**src/rtl/sent_rx_frame_buffer_pkg.sv**
```systemverilog
// Shared record definitions for the SENT receive frame buffer: type codes,
// field positions and packing helpers for fast, slow and timeout records.
package sent_rx_pkg;

    localparam int unsigned REC_W = 32;

    typedef enum logic [1:0] {
        REC_NONE    = 2'b00,
        REC_FAST    = 2'b01,
        REC_SLOW    = 2'b10,
        REC_TIMEOUT = 2'b11
    } rec_type_e;

    // Source selected for the single buffer write port in a given cycle
    typedef enum logic [1:0] {
        SRC_NONE,
        SRC_FAST,
        SRC_TIMEOUT,
        SRC_SLOW
    } wr_src_e;

    localparam int unsigned TYPE_MSB       = 31;
    localparam int unsigned TYPE_LSB       = 30;
    localparam int unsigned FAST_PAUSE_BIT = 12;
    localparam int unsigned FAST_DATA_MSB  = 11;
    localparam int unsigned SLOW_ID_MSB    = 27;
    localparam int unsigned SLOW_ID_LSB    = 20;
    localparam int unsigned SLOW_CFG_BIT   = 17;
    localparam int unsigned SLOW_FMT_BIT   = 16;
    localparam int unsigned SLOW_DATA_MSB  = 15;

    function automatic logic [REC_W-1:0] pack_fast(input logic pause, input logic [11:0] data);
        logic [REC_W-1:0] r;
        r = '0;
        r[TYPE_MSB:TYPE_LSB]  = REC_FAST;
        r[FAST_PAUSE_BIT]     = pause;
        r[FAST_DATA_MSB:0]    = data;
        return r;
    endfunction

    function automatic logic [REC_W-1:0] pack_slow(input logic [7:0] id, input logic config_bit,
                                                   input logic channel_format, input logic [15:0] data);
        logic [REC_W-1:0] r;
        r = '0;
        r[TYPE_MSB:TYPE_LSB]       = REC_SLOW;
        r[SLOW_ID_MSB:SLOW_ID_LSB] = id;
        r[SLOW_CFG_BIT]            = config_bit;
        r[SLOW_FMT_BIT]            = channel_format;
        r[SLOW_DATA_MSB:0]         = data;
        return r;
    endfunction

    function automatic logic [REC_W-1:0] pack_timeout();
        logic [REC_W-1:0] r;
        r = '0;
        r[TYPE_MSB:TYPE_LSB] = REC_TIMEOUT;
        return r;
    endfunction

endpackage

```
**src/rtl/sent_rx_frame_buffer_if.sv**
```systemverilog
// Host-side record stream: valid/ready handshake carrying one 32-bit record.
interface sent_rx_frame_buffer_if;
    import sent_rx_pkg::*;

    logic             rec_valid_o;
    logic             rec_ready_i;
    logic [REC_W-1:0] rec_data_o;

    modport master (output rec_valid_o, output rec_data_o, input rec_ready_i);
    modport slave  (input rec_valid_o, input rec_data_o, output rec_ready_i);

endinterface

```
**src/rtl/sent_rx_sync_fifo.sv**
```systemverilog
// Single-clock circular buffer whose head entry is held in a register so the
// consumer sees a flop output; a push into an empty buffer appears next cycle.
module sent_rx_sync_fifo #(
    parameter int unsigned DEPTH = 8,
    parameter int unsigned WIDTH = 32
) (
    input  logic                   clk,
    input  logic                   rst,
    input  logic                   push,
    input  logic [WIDTH-1:0]       wdata,
    input  logic                   pop,
    output logic [WIDTH-1:0]       head,
    output logic                   full,
    output logic                   empty,
    output logic [$clog2(DEPTH):0] level
);
    import sent_rx_pkg::*;

    localparam int unsigned AW = $clog2(DEPTH);

    logic [WIDTH-1:0] mem [DEPTH];
    logic [AW-1:0]    wr_ptr;
    logic [AW-1:0]    rd_ptr;
    logic [AW-1:0]    rd_next;
    logic [AW:0]      count;
    logic [AW:0]      count_next;
    logic             do_push;
    logic             do_pop;

    assign full  = (count == (AW+1)'(DEPTH));
    assign empty = (count == '0);
    assign level = count;

    always_comb begin
        do_pop     = pop && !empty;
        do_push    = push && (!full || do_pop);
        rd_next    = do_pop ? rd_ptr + AW'(1) : rd_ptr;
        count_next = count + (AW+1)'(do_push) - (AW+1)'(do_pop);
    end

    always_ff @(posedge clk) begin
        if (do_push) begin
            mem[wr_ptr] <= wdata;
        end
    end

    // The next head comes from the write port when it lands on the slot
    // about to become the head (empty buffer, or single entry being popped).
    always_ff @(posedge clk) begin
        if (rst) begin
            wr_ptr <= '0;
            rd_ptr <= '0;
            count  <= '0;
            head   <= '0;
        end else begin
            if (do_push) begin
                wr_ptr <= wr_ptr + AW'(1);
            end
            rd_ptr <= rd_next;
            count  <= count_next;
            if (count_next != '0) begin
                head <= (do_push && (wr_ptr == rd_next)) ? wdata : mem[rd_next];
            end
        end
    end

endmodule

```
**src/rtl/sent_rx_frame_buffer.sv**
```systemverilog
// Packs SENT fast frames, slow-serial messages and link-loss events into
// 32-bit records and queues them for the host; tracks drops and link timeout.
module sent_rx_frame_buffer
    import sent_rx_pkg::*;
#(
    parameter int unsigned DEPTH          = 8,
    parameter int unsigned TIMEOUT_CYCLES = 100000,
    parameter int unsigned DROP_W         = 8
) (
    input  logic                       clk_rx,
    input  logic                       reset_rx,
    input  logic                       write_enable_rx_i,
    input  logic [11:0]                data_fast_i,
    input  logic                       pause_received_i,
    input  logic                       serial_valid_i,
    input  logic [7:0]                 id_received_i,
    input  logic [15:0]                data_received_i,
    input  logic                       channel_format_received_i,
    input  logic                       config_bit_received_i,
    sent_rx_frame_buffer_if.master     rec_if,
    output logic [$clog2(DEPTH):0]     level_o,
    output logic                       overflow_o,
    output logic [DROP_W-1:0]          drop_count_o,
    output logic                       link_lost_o,
    input  logic                       clear_status_i
);

    localparam int unsigned TW = $clog2(TIMEOUT_CYCLES);
    localparam logic [TW-1:0] TIMER_LAST = TW'(TIMEOUT_CYCLES - 1);

    logic             fifo_full;
    logic             fifo_empty;
    logic             fifo_push;
    logic [REC_W-1:0] fifo_wdata;
    logic [REC_W-1:0] fifo_head;
    logic             rec_valid;
    logic             pop;
    logic             can_accept;

    logic             slow_pending_q;
    logic [REC_W-1:0] slow_rec_q;
    logic             timeout_req_q;
    logic [TW-1:0]    timer_q;

    wr_src_e          wr_src;
    logic             slow_drain;
    logic             drop_main;
    logic             drop_slow;
    logic [DROP_W-1:0] drop_base;
    logic [DROP_W:0]  drop_sum;

    sent_rx_sync_fifo #(
        .DEPTH (DEPTH),
        .WIDTH (REC_W)
    ) u_fifo (
        .clk   (clk_rx),
        .rst   (reset_rx),
        .push  (fifo_push),
        .wdata (fifo_wdata),
        .pop   (pop),
        .head  (fifo_head),
        .full  (fifo_full),
        .empty (fifo_empty),
        .level (level_o)
    );

    assign rec_valid         = !fifo_empty;
    assign rec_if.rec_valid_o = rec_valid;
    assign rec_if.rec_data_o  = fifo_head;

    always_comb begin
        pop        = rec_valid && rec_if.rec_ready_i;
        can_accept = !fifo_full || pop;

        wr_src = SRC_NONE;
        if (write_enable_rx_i) begin
            wr_src = SRC_FAST;
        end else if (timeout_req_q) begin
            wr_src = SRC_TIMEOUT;
        end else if (slow_pending_q && !fifo_full) begin
            wr_src = SRC_SLOW;
        end
        slow_drain = (wr_src == SRC_SLOW);

        fifo_wdata = '0;
        case (wr_src)
            SRC_FAST:    fifo_wdata = pack_fast(pause_received_i, data_fast_i);
            SRC_TIMEOUT: fifo_wdata = pack_timeout();
            SRC_SLOW:    fifo_wdata = slow_rec_q;
            default:     fifo_wdata = '0;
        endcase

        fifo_push = (wr_src != SRC_NONE) && can_accept;
        drop_main = ((wr_src == SRC_FAST) || (wr_src == SRC_TIMEOUT)) && !can_accept;
        drop_slow = serial_valid_i && slow_pending_q && !slow_drain;

        // A fast drop and a slot overwrite can coincide; both are counted.
        drop_base = clear_status_i ? '0 : drop_count_o;
        drop_sum  = {1'b0, drop_base} + (DROP_W+1)'(drop_main) + (DROP_W+1)'(drop_slow);
    end

    always_ff @(posedge clk_rx) begin
        if (reset_rx) begin
            slow_pending_q <= 1'b0;
            slow_rec_q     <= '0;
            timeout_req_q  <= 1'b0;
            timer_q        <= '0;
            link_lost_o    <= 1'b0;
            overflow_o     <= 1'b0;
            drop_count_o   <= '0;
        end else begin
            if (serial_valid_i) begin
                slow_pending_q <= 1'b1;
                slow_rec_q     <= pack_slow(id_received_i, config_bit_received_i,
                                            channel_format_received_i, data_received_i);
            end else if (slow_drain) begin
                slow_pending_q <= 1'b0;
            end

            if (wr_src == SRC_TIMEOUT) begin
                timeout_req_q <= 1'b0;
            end

            // Timer parks at its last value so one loss episode raises one request.
            if (write_enable_rx_i) begin
                timer_q     <= '0;
                link_lost_o <= 1'b0;
            end else if (timer_q != TIMER_LAST) begin
                timer_q <= timer_q + TW'(1);
            end else if (!link_lost_o) begin
                link_lost_o   <= 1'b1;
                timeout_req_q <= 1'b1;
            end

            overflow_o   <= drop_main || drop_slow || (overflow_o && !clear_status_i);
            drop_count_o <= drop_sum[DROP_W] ? '1 : drop_sum[DROP_W-1:0];
        end
    end

endmodule
```
**src/flat_wrapper.sv**
```systemverilog
// flat-port wrapper written by rule: the top's interface ports become plain ports
module sent_rx_frame_buffer_flat import sent_rx_pkg::*;
#(
    parameter int unsigned DEPTH          = 8,
    parameter int unsigned TIMEOUT_CYCLES = 100000,
    parameter int unsigned DROP_W         = 8
)
  (clk_rx, reset_rx, write_enable_rx_i, data_fast_i, pause_received_i, serial_valid_i, id_received_i, data_received_i, channel_format_received_i, config_bit_received_i, level_o, overflow_o, drop_count_o, link_lost_o, clear_status_i, rec_if_rec_valid_o, rec_if_rec_data_o, rec_if_rec_ready_i);
  sent_rx_frame_buffer_if rec_if_i ();
  input  logic clk_rx;
  input  logic reset_rx;
  input  logic write_enable_rx_i;
  input  logic [11:0] data_fast_i;
  input  logic pause_received_i;
  input  logic serial_valid_i;
  input  logic [7:0] id_received_i;
  input  logic [15:0] data_received_i;
  input  logic channel_format_received_i;
  input  logic config_bit_received_i;
  output logic [$clog2(DEPTH):0] level_o;
  output logic overflow_o;
  output logic [DROP_W-1:0] drop_count_o;
  output logic link_lost_o;
  input  logic clear_status_i;
  output wire logic [$bits(rec_if_i.rec_valid_o)-1:0] rec_if_rec_valid_o;
  output wire logic [$bits(rec_if_i.rec_data_o)-1:0] rec_if_rec_data_o;
  input wire logic [$bits(rec_if_i.rec_ready_i)-1:0] rec_if_rec_ready_i;
  assign rec_if_rec_valid_o = rec_if_i.rec_valid_o;
  assign rec_if_rec_data_o = rec_if_i.rec_data_o;
  assign rec_if_i.rec_ready_i = rec_if_rec_ready_i;
  sent_rx_frame_buffer #(.DEPTH(DEPTH), .TIMEOUT_CYCLES(TIMEOUT_CYCLES), .DROP_W(DROP_W)) u_core (.clk_rx(clk_rx), .reset_rx(reset_rx), .write_enable_rx_i(write_enable_rx_i), .data_fast_i(data_fast_i), .pause_received_i(pause_received_i), .serial_valid_i(serial_valid_i), .id_received_i(id_received_i), .data_received_i(data_received_i), .channel_format_received_i(channel_format_received_i), .config_bit_received_i(config_bit_received_i), .rec_if(rec_if_i), .level_o(level_o), .overflow_o(overflow_o), .drop_count_o(drop_count_o), .link_lost_o(link_lost_o), .clear_status_i(clear_status_i));
endmodule
```
**config.mk**
```make
export PLATFORM = sky130hd
export DESIGN_NAME = sent_rx_frame_buffer_flat
export DESIGN_NICKNAME = d
export VERILOG_FILES = /design/src/rtl/sent_rx_frame_buffer_pkg.sv /design/src/rtl/sent_rx_frame_buffer_if.sv /design/src/rtl/sent_rx_sync_fifo.sv /design/src/rtl/sent_rx_frame_buffer.sv /design/src/flat_wrapper.sv
export SDC_FILE = /design/constraint.sdc
export NUM_CORES = 1
export LEC_CHECK = 0
export ABC_AREA = 1
export CORE_AREA = 4 4 175 177
export CTS_BUF_LIST = sky130_fd_sc_hd__clkbuf_16
export DETAILED_ROUTE_END_ITERATION = 6
export DIE_AREA = 0 0 179 181
export PLACE_DENSITY = 0.76
export SLEW_MARGIN = 5
export SYNTH_ARGS = -nofsm -noshare
export SYNTH_HDL_FRONTEND = slang
export SYNTH_SLANG_ARGS = --single-unit
```
**constraint.sdc**
```tcl
create_clock -name clk_rx -period 4.6 [get_ports clk_rx]
set_clock_uncertainty 0.1 [all_clocks]
set_input_delay 0.46 -clock clk_rx [delete_from_list [all_inputs] [get_ports clk_rx]]
set_output_delay 0.46 -clock clk_rx [all_outputs]
set_load 0.03 [all_outputs]
```
# == Yosys cells after proc, flatten, opt, wreduce, memory -nomap -nowiden ==
# Memory sizes are Yosys's and may differ from the RTL's. A register that Yosys moved wholly into a read port is not among the register bits.
# Cells that the tools add are included.
# classes
add_sub_neg,7
n_eq_ne,5
n_mux,15
reduce_logical,24
# ops
operator,n
32-bit case mux with 3 select lines,1
17-bit by 1-bit adder with 17-bit output (second input constant),1
17-bit inequality test (second input constant),1
8-bit 2-to-1 mux,2
8-bit by 1-bit adder with 9-bit output,1
9-bit by 1-bit adder with 9-bit output,1
1-bit logical AND,9
1-bit 2-to-1 mux,8
3-bit by 1-bit adder with 3-bit output (second input constant),2
2-bit 2-to-1 mux,3
1-bit zero test,5
1-bit logical OR,5
4-bit by 1-bit adder with 4-bit output,1
2-bit == test (second input constant),2
4-bit == test (second input constant),1
4-bit zero test,1
2-bit nonzero test,2
4-bit nonzero test,1
4-bit by 1-bit subtractor with 4-bit output,1
3-bit 2-to-1 mux,1
2-bit by 1-bit == test with 1-bit output (second input constant),1
2-bit OR reduction,1
# totals
register_bits,66
mem_count,1
word_cells,62
ramBits,256
# mem_list
name,depth,word_bits,read_ports,rd_clocked_by_memory_dff,write_ports,line,source
u_core.u_fifo.mem,8,32,1,1,1,sent_rx_sync_fifo.sv:21,logic [WIDTH-1:0] mem [DEPTH];

# == Logic depth before layout (Yosys ltp) ==
# Gate-level depths: netlist (run 1).
# logic_depth
ltp_word,12
depth_mapped,19
ltp_nobuf,18

# == Hierarchy ==
# A second synthesis (run 1) with hierarchy kept.
# hier_totals
cells_unflattened,1817
area_unflattened_um2,16153.0
# modules_own_cells
mod,cells_per_inst,n_inst,area_per_inst_um2
sent_rx_sync_fifo,1428,1,13420.4
sent_rx_frame_buffer,389,1,2732.6

# == Worst setup path after synthesis (run 1) ==
# No wires, ideal clock.
# synth_timing
path_type,register to register
from,"register u_core.u_fifo.count[2], in the netlist u_core.u_fifo.level[2]"
to,"register u_core.u_fifo.head[11], read port of u_core.u_fifo.mem"
t_arrival_ps,3133
required_time_ps,4383
n_path_buf,2
slack_ps,1250
stages_incl_launch_ff,20
path_cell_list,dfxtp_1 inv_1 ha_1 nand2_4 nand2_4 nand2_1 nand2_2 ha_1 inv_1 ha_1 inv_1 fa_1 xnor2_1 nor2_1 nand4_1 buf_2 buf_1 nand2_1 nor2_1 nor2_1
# synth_via
word_cells_on_any_way,19
cone_classes,2 x add/sub; 1 x eq/ne; 4 x mux; 12 x reduce/logical
# synth_rtl
item,line,source
start: declaration,sent_rx_sync_fifo.sv:25,logic [AW:0] count;
start signal: assignment,sent_rx_sync_fifo.sv:60,count <= count_next;
4-bit zero test *,sent_rx_sync_fifo.sv:31,assign empty = (count == '0);
1-bit zero test *,sent_rx_frame_buffer.sv:67,assign rec_valid = !fifo_empty;
named net rec_if_rec_valid_o,flat_wrapper.sv:25,output wire logic [$bits(rec_if_i.rec_valid_o)-1:0] rec_if_rec_valid_o;
1-bit logical AND,sent_rx_frame_buffer.sv:72,pop = rec_valid && rec_if.rec_ready_i;
1-bit logical OR / 1-bit logical AND (equally long branches),"sent_rx_frame_buffer.sv:73, sent_rx_sync_fifo.sv:35",
1-bit logical AND / 1-bit logical OR (equally long branches),"sent_rx_frame_buffer.sv:93, sent_rx_sync_fifo.sv:36",
1-bit logical AND,sent_rx_sync_fifo.sv:36,do_push = push && (!full || do_pop);
4-bit by 1-bit adder with 4-bit output,sent_rx_sync_fifo.sv:38,count_next = count + (AW+1)'(do_push) - (AW+1)'(do_pop);
4-bit by 1-bit subtractor with 4-bit output,sent_rx_sync_fifo.sv:38,
4-bit nonzero test,sent_rx_sync_fifo.sv:61,if (count_next != '0) begin
end: declaration,sent_rx_sync_fifo.sv:12,"output logic [WIDTH-1:0] head,"
# Mark *: on every way through the listed nets, which the timed path passes. The rest lies on a longest branch.
# A chain may end at the register's enable or synchronous reset.

# == Worst setup path in the final report (run 1) ==
# layout_timing
from,"register u_core.u_fifo.count[2], in the netlist u_core.u_fifo.level[2]"
to,"register u_core.u_fifo.head[14], read port of u_core.u_fifo.mem"
# layout_via
elab_chain_cells,12
word_cells_on_any_way,19
cone_classes,2 x add/sub; 1 x eq/ne; 4 x mux; 12 x reduce/logical
# layout_rtl
item,line,source
4-bit == test,sent_rx_sync_fifo.sv:30,assign full = (count == (AW+1)'(DEPTH));
1-bit zero test,"sent_rx_sync_fifo.sv:36, sent_rx_frame_buffer.sv:73, sent_rx_frame_buffer.sv:80",
1-bit logical AND,sent_rx_frame_buffer.sv:80,end else if (slow_pending_q && !fifo_full) begin
2-bit 2-to-1 mux,sent_rx_frame_buffer.sv:80,
2-bit 2-to-1 mux,sent_rx_frame_buffer.sv:78,end else if (timeout_req_q) begin
2-bit 2-to-1 mux,sent_rx_frame_buffer.sv:76,if (write_enable_rx_i) begin
2-bit nonzero test,sent_rx_frame_buffer.sv:93,fifo_push = (wr_src != SRC_NONE) && can_accept;
1-bit logical AND,sent_rx_frame_buffer.sv:93,
1-bit logical AND,sent_rx_sync_fifo.sv:36,
4-bit by 1-bit adder with 4-bit output,sent_rx_sync_fifo.sv:38,
4-bit by 1-bit subtractor with 4-bit output,sent_rx_sync_fifo.sv:38,
4-bit nonzero test,sent_rx_sync_fifo.sv:61,
# Parallel ways exist; a longest one is shown, timed or not.

==> run_summary.xml, run 1 <==
<?xml version="1.0" encoding="UTF-8"?>
<metrics>
  <group name="sta">
    <metric name="final-hold-violation-count" unit="">0</metric>
    <metric name="unrepaired_setup_endpoints_after_global_routing" unit="">no</metric>
    <metric name="clock.fmax" unit="MHz">295</metric>
    <metric name="report.final.slew_viol_count" unit="">0</metric>
    <metric name="min_period_over_period" unit="">0.738</metric>
    <metric name="tightestPinTransition" unit="ns">1.13</metric>
    <metric name="fin_hold_ws" unit="ns">0.358</metric>
    <metric name="finalSetupTns" unit="ns">0</metric>
    <metric name="finalSetupViolCount" unit="">0</metric>
    <metric name="worst_slew_margin_rel" unit="">0.243</metric>
    <metric name="layout_min_cycle_time" unit="ns">3.40</metric>
  </group>
  <group name="floorplan">
    <metric name="chip_height" unit="µm">181</metric>
    <metric name="floorplan.core_area" unit="µm²">29200</metric>
    <metric name="io-pin-count" unit="">92</metric>
    <metric name="floorplan.die_area" unit="µm²">32400</metric>
    <metric name="placementRows" unit="">63</metric>
    <metric name="die_w" unit="µm">179</metric>
    <metric name="start_util" unit="">0.494</metric>
  </group>
  <group name="min_path">
    <metric name="hold_class" unit="">reg2reg</metric>
  </group>
  <group name="global_route">
    <metric name="grtUsageTotal" unit="">0.215</metric>
    <metric name="first_global_vias" unit="">10700</metric>
    <metric name="number_of_antenna_violations_at_the_first_check_in_global_routing" unit="">0</metric>
    <metric name="grt_first_pass_wirelength" unit="mm">56.1</metric>
    <metric name="grt_remaining_overflow" unit="">0</metric>
    <metric name="pin_count_of_the_biggest_net_entering_global_routing" unit="">76</metric>
  </group>
  <group name="power_and_ir_drop">
    <metric name="pwr_density_cell" unit="nW/µm²">609</metric>
    <metric name="vdd_ir_drop_max" unit="mV">0.567</metric>
    <metric name="p_seq_frac" unit="">0.351</metric>
    <metric name="sw_power" unit="mW">3.91</metric>
    <metric name="power.clock.fraction" unit="">0.260</metric>
    <metric name="power.switching_fraction" unit="">0.386</metric>
    <metric name="power.share.combinational" unit="">0.389</metric>
    <metric name="internal-power" unit="mW">6.23</metric>
    <metric name="power.static_leakage" unit="nW">7.32</metric>
  </group>
  <group name="synth">
    <metric name="yosysSeqAreaShare" unit="">0.596</metric>
    <metric name="yosys.cell_types.count" unit="">38</metric>
    <metric name="synth_edf_count" unit="">224</metric>
    <metric name="synth_top_area_frac" unit="">0.466</metric>
    <metric name="synth_warnings" unit="">0</metric>
    <metric name="post-synth-top-area-cell" unit="">sky130_fd_sc_hd__edfxtp_1</metric>
    <metric name="synthTopCellsByArea" unit="">sky130_fd_sc_hd__edfxtp_1 47%, sky130_fd_sc_hd__dfxtp_1 13%, sky130_fd_sc_hd__nand2_1 9.2%</metric>
    <metric name="synthesis.instances" unit="">1633</metric>
    <metric name="postSynth.topFlopCell" unit="">sky130_fd_sc_hd__edfxtp_1</metric>
    <metric name="mappedNetlistArea" unit="µm²">14400</metric>
    <metric name="synth_area_per_inst" unit="µm²">8.84</metric>
    <metric name="synth_async_sr_flop_share" unit="">0</metric>
    <metric name="postSynthRegisterBits" unit="">318</metric>
  </group>
  <group name="clock_tree">
    <metric name="postCtsHoldBufs" unit="">0</metric>
    <metric name="clk_pin_slew" unit="ns">0.06</metric>
    <metric name="cts_buffers" unit="">30</metric>
    <metric name="ctsLongestPathBuffers" unit="">3</metric>
    <metric name="post_cts_resize_count" unit="">0</metric>
    <metric name="cts_tree" unit="">done</metric>
    <metric name="clk_latency" unit="ns">0.55</metric>
    <metric name="htree_levels" unit="">1</metric>
    <metric name="clk_root_buffer_cell" unit="">sky130_fd_sc_hd__clkbuf_16</metric>
    <metric name="cts.repair_timing.setup_buffer_count" unit="">0</metric>
    <metric name="clock-sinks" unit="">318</metric>
  </group>
  <group name="finish">
    <metric name="areaGrowthSynthToFinish" unit="%">15.4</metric>
    <metric name="most_frequent_standard_cell_in_the_layout_excluding_fill_and_tap_cells" unit="">sky130_fd_sc_hd__nand2_1</metric>
    <metric name="instances_no_fill" unit="">2110</metric>
    <metric name="total_nets_final" unit="">1753</metric>
    <metric name="utilization" unit="">0.570</metric>
    <metric name="layout-drive-gt1-share" unit="">0.0599</metric>
    <metric name="num_antenna_cells" unit="">0</metric>
    <metric name="layout_common_cells" unit="">350 x sky130_fd_sc_hd__nand2_1, 294 x sky130_fd_sc_hd__inv_1, 224 x sky130_fd_sc_hd__edfxtp_1</metric>
  </group>
  <group name="detailed_routing">
    <metric name="final_antenna_net_count" unit="">0</metric>
    <metric name="drt_pre_antenna_iters" unit="">5</metric>
    <metric name="drc_errors" unit="">0</metric>
    <metric name="detailedRoute.firstIterationViolations" unit="">1043</metric>
    <metric name="via_per_inst" unit="">5.22</metric>
    <metric name="totalWireLength" unit="mm">34.8</metric>
    <metric name="avgRoutedWirePerCell" unit="µm">16.5</metric>
    <metric name="vias" unit="">11000</metric>
  </group>
  <group name="placement">
    <metric name="routabilityCongestion" unit="">0.844</metric>
    <metric name="port_buffers" unit="">87</metric>
    <metric name="dp_hpwl" unit="mm">20.5</metric>
    <metric name="dp_cells" unit="">2054</metric>
  </group>
  <group name="critical_path">
    <metric name="setup.worst_path.class" unit="">reg2reg</metric>
    <metric name="worst_ep_arrival_time" unit="ns">3.73</metric>
    <metric name="timing.critical_path.fanout_max" unit="">56</metric>
    <metric name="worst_setup_path_start_kind" unit="">flip-flop</metric>
    <metric name="setup.worst_path.end_class" unit="">flip-flop</metric>
    <metric name="worst_ep_required_time" unit="ns">4.93</metric>
  </group>
  <group name="status">
    <metric name="outcome" unit="">finished, final reports clean</metric>
  </group>
  <group name="job">
    <metric name="max_cap_viol_count" unit="">0</metric>
  </group>
</metrics>
[layer usage]
metal | GRT usage | part of all wire | routed length (µm) | up-vias
met5 | 0 | 0 | 0 | -
met4 | 0.0451 | 0.015 | 533 | 0
met3 | 0.0316 | 0.089 | 3090 | 41
met2 | 0.361 | 0.48 | 16600 | 486
met1 | 0.299 | 0.42 | 14600 | 5158
li1 | - | - | - | 5328
[worst max-delay path: stages, from the launching register on]
cell,delay [ns]
sky130_fd_sc_hd__dfxtp_1,0.34
sky130_fd_sc_hd__inv_1,0.08
sky130_fd_sc_hd__ha_1,0.23
sky130_fd_sc_hd__nand2_4,0.11
sky130_fd_sc_hd__nand2_4,0.10
sky130_fd_sc_hd__nand2_1,0.11
sky130_fd_sc_hd__nand2_2,0.11
sky130_fd_sc_hd__ha_1,0.30
sky130_fd_sc_hd__inv_1,0.06
sky130_fd_sc_hd__ha_1,0.13
sky130_fd_sc_hd__inv_1,0.06
sky130_fd_sc_hd__fa_1,0.37
sky130_fd_sc_hd__xnor2_1,0.20
sky130_fd_sc_hd__nor2_1,0.07
sky130_fd_sc_hd__nand4_1,0.09
sky130_fd_sc_hd__buf_4,0.51
sky130_fd_sc_hd__nand2_1,0.11
sky130_fd_sc_hd__nor2_1,0.15
sky130_fd_sc_hd__nor2_1,0.06
[cell type report]
class,count,area (µm²)
Clock buffer,32,801
Clock inverter,24,264
Fill cell,2418,12600
Inverter,296,1110
Multi-Input combinational cell,939,4320
Sequential cell,318,8610
Tap cell,390,488
Timing Repair Buffer,111,1060
[power by group through the flow]
stage,logic [mW],registers [mW],clock network [mW]
after global routing,4.39,3.59,2.79
after detailed placement,3.90,3.62,0
after floorplan,2.69,3.80,0
after CTS,3.93,3.56,2.67
after global placement,3.81,3.62,0
final,3.94,3.56,2.64
[state kept, by name, indices dropped and copies added, names as in the netlist, 3 cells and up]
signal                flops
u_core.u_fifo.mem       224
u_core.u_fifo.level       4
u_core.u_fifo.wr_ptr      3
u_core.drop_count_o       8
u_core.u_fifo.head       28
u_core.timer_q           17
u_core.u_fifo.rd_ptr      3
u_core.slow_rec_q        27
[Yosys cell counts (5+ instances only)]
library cell / number
sky130_fd_sc_hd__clkbuf_1: 24
sky130_fd_sc_hd__buf_1: 9
sky130_fd_sc_hd__nand2_1: 353
sky130_fd_sc_hd__nor2_1: 190
sky130_fd_sc_hd__nor3_1: 6
sky130_fd_sc_hd__nand2_2: 5
sky130_fd_sc_hd__nand3_1: 203
sky130_fd_sc_hd__buf_2: 24
sky130_fd_sc_hd__inv_1: 292
sky130_fd_sc_hd__buf_4: 22
sky130_fd_sc_hd__nand4_1: 37
sky130_fd_sc_hd__a21oi_1: 34
sky130_fd_sc_hd__dfxtp_1: 94
sky130_fd_sc_hd__o21ai_0: 65
sky130_fd_sc_hd__ha_1: 10
sky130_fd_sc_hd__xor2_1: 5
sky130_fd_sc_hd__edfxtp_1: 224
[metrics by stage]
stage | cell area [µm²] | power (mW) | setup slack (ns)
6_report | 16700 | 10.1 | 1.20
3_5_place_dp | 15600 | 7.52 | 0.908
5_1_grt | 16700 | 10.8 | 0.866
3_3_place_gp | 15600 | 7.43 | 1.06
4_1_cts | 16700 | 10.2 | 1.23
2_1_floorplan | 14400 | 6.48 | 1.25
[cells by family (layout without fill, tap and decap cells)]
logic type	Yosys count	count (layout)	share of synthesized area
AND/OR/NAND/NOR	807	807	0.240
buffers and inverters	379	463	0.108
flip-flops	318	318	0.596
AO/OA/AOI/OAI	107	107	0.0380
adder cells (fa/ha/maj)	12	12	0.0114
XOR/XNOR	9	9	0.00546
other	1	4	0.000260
[worst paths after layout]
path,from,end,slack [ns],depth (start not counted)
worst max-delay path,u_core.u_fifo.level[2]$_SDFF_PP0_,u_core.u_fifo.head[14]$_SDFFE_PP0P_,1.20,18
worst min-delay path,u_core.slow_rec_q[13]$_SDFFE_PP0P_,u_core.slow_rec_q[13]$_SDFFE_PP0P_,0.36,2
worst max register to register,u_core.u_fifo.level[2]$_SDFF_PP0_,u_core.u_fifo.head[14]$_SDFFE_PP0P_,1.20,18
worst min register to register,u_core.slow_rec_q[13]$_SDFFE_PP0P_,u_core.slow_rec_q[13]$_SDFFE_PP0P_,0.36,2
(Power assumes the default switching activity.)
==> run 2: changes to the inputs <==
Settings changed: PLACE_DENSITY 0.76 to 0.78.
Clock period 4.6 ns to 3.1 ns, I/O delays scaled along.
==> run_summary.xml, run 2 (synthesis results as in run 1) <==
<?xml version="1.0" encoding="UTF-8"?>
<metrics>
  <group name="status">
    <metric name="outcome" unit="">finished, final reports clean</metric>
  </group>
  <group name="sta">
    <metric name="finalSetupViolCount" unit="">0</metric>
    <metric name="report.final.slew_viol_count" unit="">0</metric>
    <metric name="worst_slew_margin_rel" unit="">0.446</metric>
    <metric name="layout_min_cycle_time" unit="ns">2.95</metric>
    <metric name="tightestPinTransition" unit="ns">0.830</metric>
    <metric name="fin_hold_ws" unit="ns">0.245</metric>
    <metric name="final-hold-violation-count" unit="">0</metric>
    <metric name="setup_ws" unit="ns">0.152</metric>
    <metric name="min_period_over_period" unit="">0.951</metric>
    <metric name="clock.fmax" unit="MHz">339</metric>
  </group>
  <group name="power_and_ir_drop">
    <metric name="p_seq_frac" unit="">0.353</metric>
    <metric name="power.clock.fraction" unit="">0.224</metric>
    <metric name="power.static_leakage" unit="nW">7.50</metric>
    <metric name="power.share.combinational" unit="">0.423</metric>
    <metric name="pwr_density_cell" unit="nW/µm²">890</metric>
    <metric name="sw_power" unit="mW">6.01</metric>
    <metric name="power.switching_fraction" unit="">0.399</metric>
    <metric name="vdd_ir_drop_max" unit="mV">0.722</metric>
    <metric name="internal-power" unit="mW">9.04</metric>
  </group>
  <group name="detailed_routing">
    <metric name="drt_pre_antenna_iters" unit="">5</metric>
    <metric name="via_per_inst" unit="">5.30</metric>
    <metric name="drc_errors" unit="">0</metric>
    <metric name="avgRoutedWirePerCell" unit="µm">16.8</metric>
    <metric name="vias" unit="">11400</metric>
    <metric name="totalWireLength" unit="mm">36.0</metric>
    <metric name="final_antenna_net_count" unit="">0</metric>
    <metric name="detailedRoute.firstIterationViolations" unit="">1212</metric>
  </group>
  <group name="critical_path">
    <metric name="worst_ep_arrival_time" unit="ns">3.29</metric>
    <metric name="path_cells" unit="">inv_2 -&gt; ha_1 -&gt; nand2_1 -&gt; nand2_2 -&gt; nand2_1 -&gt; nand2_2 -&gt; ha_1 -&gt; inv_1 -&gt; ha_1 -&gt; inv_1 -&gt; fa_2 -&gt; xnor2_2 -&gt; nor2_1 -&gt; nand4_1 -&gt; buf_6 -&gt; buf_8 -&gt; o21ai_0 -&gt; nor2_1</metric>
    <metric name="cpLargestDelayFamily" unit="">adder cells</metric>
    <metric name="cp_common_cell" unit="">sky130_fd_sc_hd__ha_1</metric>
    <metric name="critical-path-slowest-cell" unit="">sky130_fd_sc_hd__fa_2</metric>
    <metric name="worst_setup_path_start_kind" unit="">flip-flop</metric>
    <metric name="cp_num_buf_inv" unit="">5</metric>
    <metric name="setup.worst_path.end_class" unit="">flip-flop</metric>
    <metric name="setup.worst_path.class" unit="">reg2reg</metric>
    <metric name="timing.critical_path.fanout_max" unit="">28</metric>
    <metric name="worst_ep_required_time" unit="ns">3.44</metric>
    <metric name="slowest_delay" unit="ns">0.37</metric>
  </group>
  <group name="clock_tree">
    <metric name="clk_root_buffer_cell" unit="">sky130_fd_sc_hd__clkbuf_16</metric>
    <metric name="cts_tree" unit="">done</metric>
    <metric name="ctsLongestPathBuffers" unit="">3</metric>
    <metric name="clock-sinks" unit="">318</metric>
    <metric name="clk_pin_slew" unit="ns">0.06</metric>
    <metric name="htree_levels" unit="">1</metric>
    <metric name="clk_latency" unit="ns">0.55</metric>
    <metric name="cts_buffers" unit="">30</metric>
    <metric name="postCtsHoldBufs" unit="">0</metric>
  </group>
  <group name="placement">
    <metric name="dp_cells" unit="">2082</metric>
    <metric name="dp_worst_setup_slack" unit="ns">-0.189</metric>
    <metric name="routabilityCongestion" unit="">0.822</metric>
    <metric name="dp_hpwl" unit="mm">21.0</metric>
    <metric name="placedInstanceArea" unit="µm²">15900</metric>
    <metric name="port_buffers" unit="">87</metric>
  </group>
  <group name="finish">
    <metric name="areaGrowthSynthToFinish" unit="%">17.1</metric>
    <metric name="instances_no_fill" unit="">2145</metric>
    <metric name="most_frequent_standard_cell_in_the_layout_excluding_fill_and_tap_cells" unit="">sky130_fd_sc_hd__nand2_1</metric>
    <metric name="final_area" unit="µm²">16900</metric>
    <metric name="largest_register_ff_count" unit="">224</metric>
    <metric name="top_register" unit="">u_core.u_fifo.mem</metric>
    <metric name="total_nets_final" unit="">1788</metric>
    <metric name="num_antenna_cells" unit="">0</metric>
    <metric name="layout-drive-gt1-share" unit="">0.0815</metric>
    <metric name="biggestRegsByFlops" unit="">u_core.u_fifo.mem (224), u_core.u_fifo.head (28), u_core.slow_rec_q (27)</metric>
    <metric name="layout_common_cells" unit="">348 x sky130_fd_sc_hd__nand2_1, 301 x sky130_fd_sc_hd__inv_1, 224 x sky130_fd_sc_hd__edfxtp_1</metric>
  </group>
  <group name="floorplan">
    <metric name="floorplan.core_area" unit="µm²">29200</metric>
    <metric name="chip_height" unit="µm">181</metric>
    <metric name="start_util" unit="">0.494</metric>
    <metric name="placementRows" unit="">63</metric>
    <metric name="io-pin-count" unit="">92</metric>
    <metric name="die_w" unit="µm">179</metric>
    <metric name="floorplan.die_area" unit="µm²">32400</metric>
  </group>
  <group name="global_route">
    <metric name="grt_remaining_overflow" unit="">0</metric>
    <metric name="number_of_antenna_violations_at_the_first_check_in_global_routing" unit="">0</metric>
    <metric name="grt_first_pass_wirelength" unit="mm">56.1</metric>
    <metric name="first_global_vias" unit="">11000</metric>
    <metric name="grtUsageTotal" unit="">0.215</metric>
    <metric name="pin_count_of_the_biggest_net_entering_global_routing" unit="">84</metric>
  </group>
  <group name="job">
    <metric name="max_cap_viol_count" unit="">0</metric>
  </group>
  <group name="min_path">
    <metric name="hold_class" unit="">in2reg</metric>
  </group>
</metrics>
-- run 2: cell count changes in the layout (fill, tap and decap cells not counted), moves of 5 or more --
cell / delta
sky130_fd_sc_hd__bufinv_16: -6
sky130_fd_sc_hd__inv_1: +7
sky130_fd_sc_hd__o21ai_1: +16
sky130_fd_sc_hd__inv_2: +5
sky130_fd_sc_hd__buf_4: +23
sky130_fd_sc_hd__buf_12: +7
sky130_fd_sc_hd__o21ai_0: -16
-- run 2: what timing repair did --
action                     CTS  global route
buffers inserted             0             4
gates cloned                 1             2
pin swaps                    1             4
setup endpoints to repair    2            34
gates resized for setup      0            29
-- run 2: worst paths after layout --
kind | startpoint | slack (ns) | endpoint | cells after the start
setup / recovery | u_core.u_fifo.level[2]$_SDFF_PP0_ | 0.15 | u_core.u_fifo.head[14]$_SDFFE_PP0P_ | 18
setup reg to reg | u_core.u_fifo.level[2]$_SDFF_PP0_ | 0.15 | u_core.u_fifo.head[14]$_SDFFE_PP0P_ | 18
hold reg to reg | u_core.slow_rec_q[31]$_SDFFE_PP0P_ | 0.35 | u_core.slow_rec_q[31]$_SDFFE_PP0P_ | 2
hold / removal | data_received_i[10] | 0.24 | u_core.slow_rec_q[10]$_SDFFE_PP0P_ | 3
-- run 2: per-layer routing --
| layer | global-route usage | vias up | wire (µm) |
|---|---|---|---|
| li1 | - | 5401 | - |
| met1 | 0.291 | 5257 | 14400 |
| met2 | 0.352 | 614 | 17000 |
| met3 | 0.0381 | 86 | 3640 |
| met4 | 0.0709 | 0 | 981 |
| met5 | 0 | - | 0 |
-- run 2: layout make-up --
class / count / area (µm²)
flip-flops and latches: 318 / 8610
repair buffers: 145 / 1440
well taps: 390 / 488
clock buffers: 32 / 801
inverters: 296 / 1110
fillers: 2379 / 12300
multi-input cells: 940 / 4350
clock inverters: 24 / 98.8
-- run 2: tightest hold or removal path, delay by kind of cell --
family | cells | cell delay, ns
AND/OR/NAND/NOR | 2 | 0.15
buffers and inverters | 1 | 0.40
-- run 2: stage by stage --
| stage | utilization | total power [mW] | setup TNS, ns |
|---|---|---|---|
| finish | 0.578 | 15.0 | 0 |
| global route | 0.578 | 15.9 | -0.120 |
| floorplan | - | 9.65 | -0.0691 |
| detailed placement | 0.544 | 11.3 | -4.03 |
| global placement | 0.544 | 11.2 | -1.27 |
| CTS | 0.575 | 14.8 | 0 |
-- run 2: power groups by stage --
stage | clock, mW | combinational [mW] | sequential (mW)
after floorplan | 0 | 4.01 | 5.64
after global placement | 0 | 5.80 | 5.38
after detailed placement | 0 | 5.95 | 5.39
after CTS | 3.40 | 6.07 | 5.30
after global routing | 3.58 | 7.01 | 5.35
final | 3.37 | 6.36 | 5.31
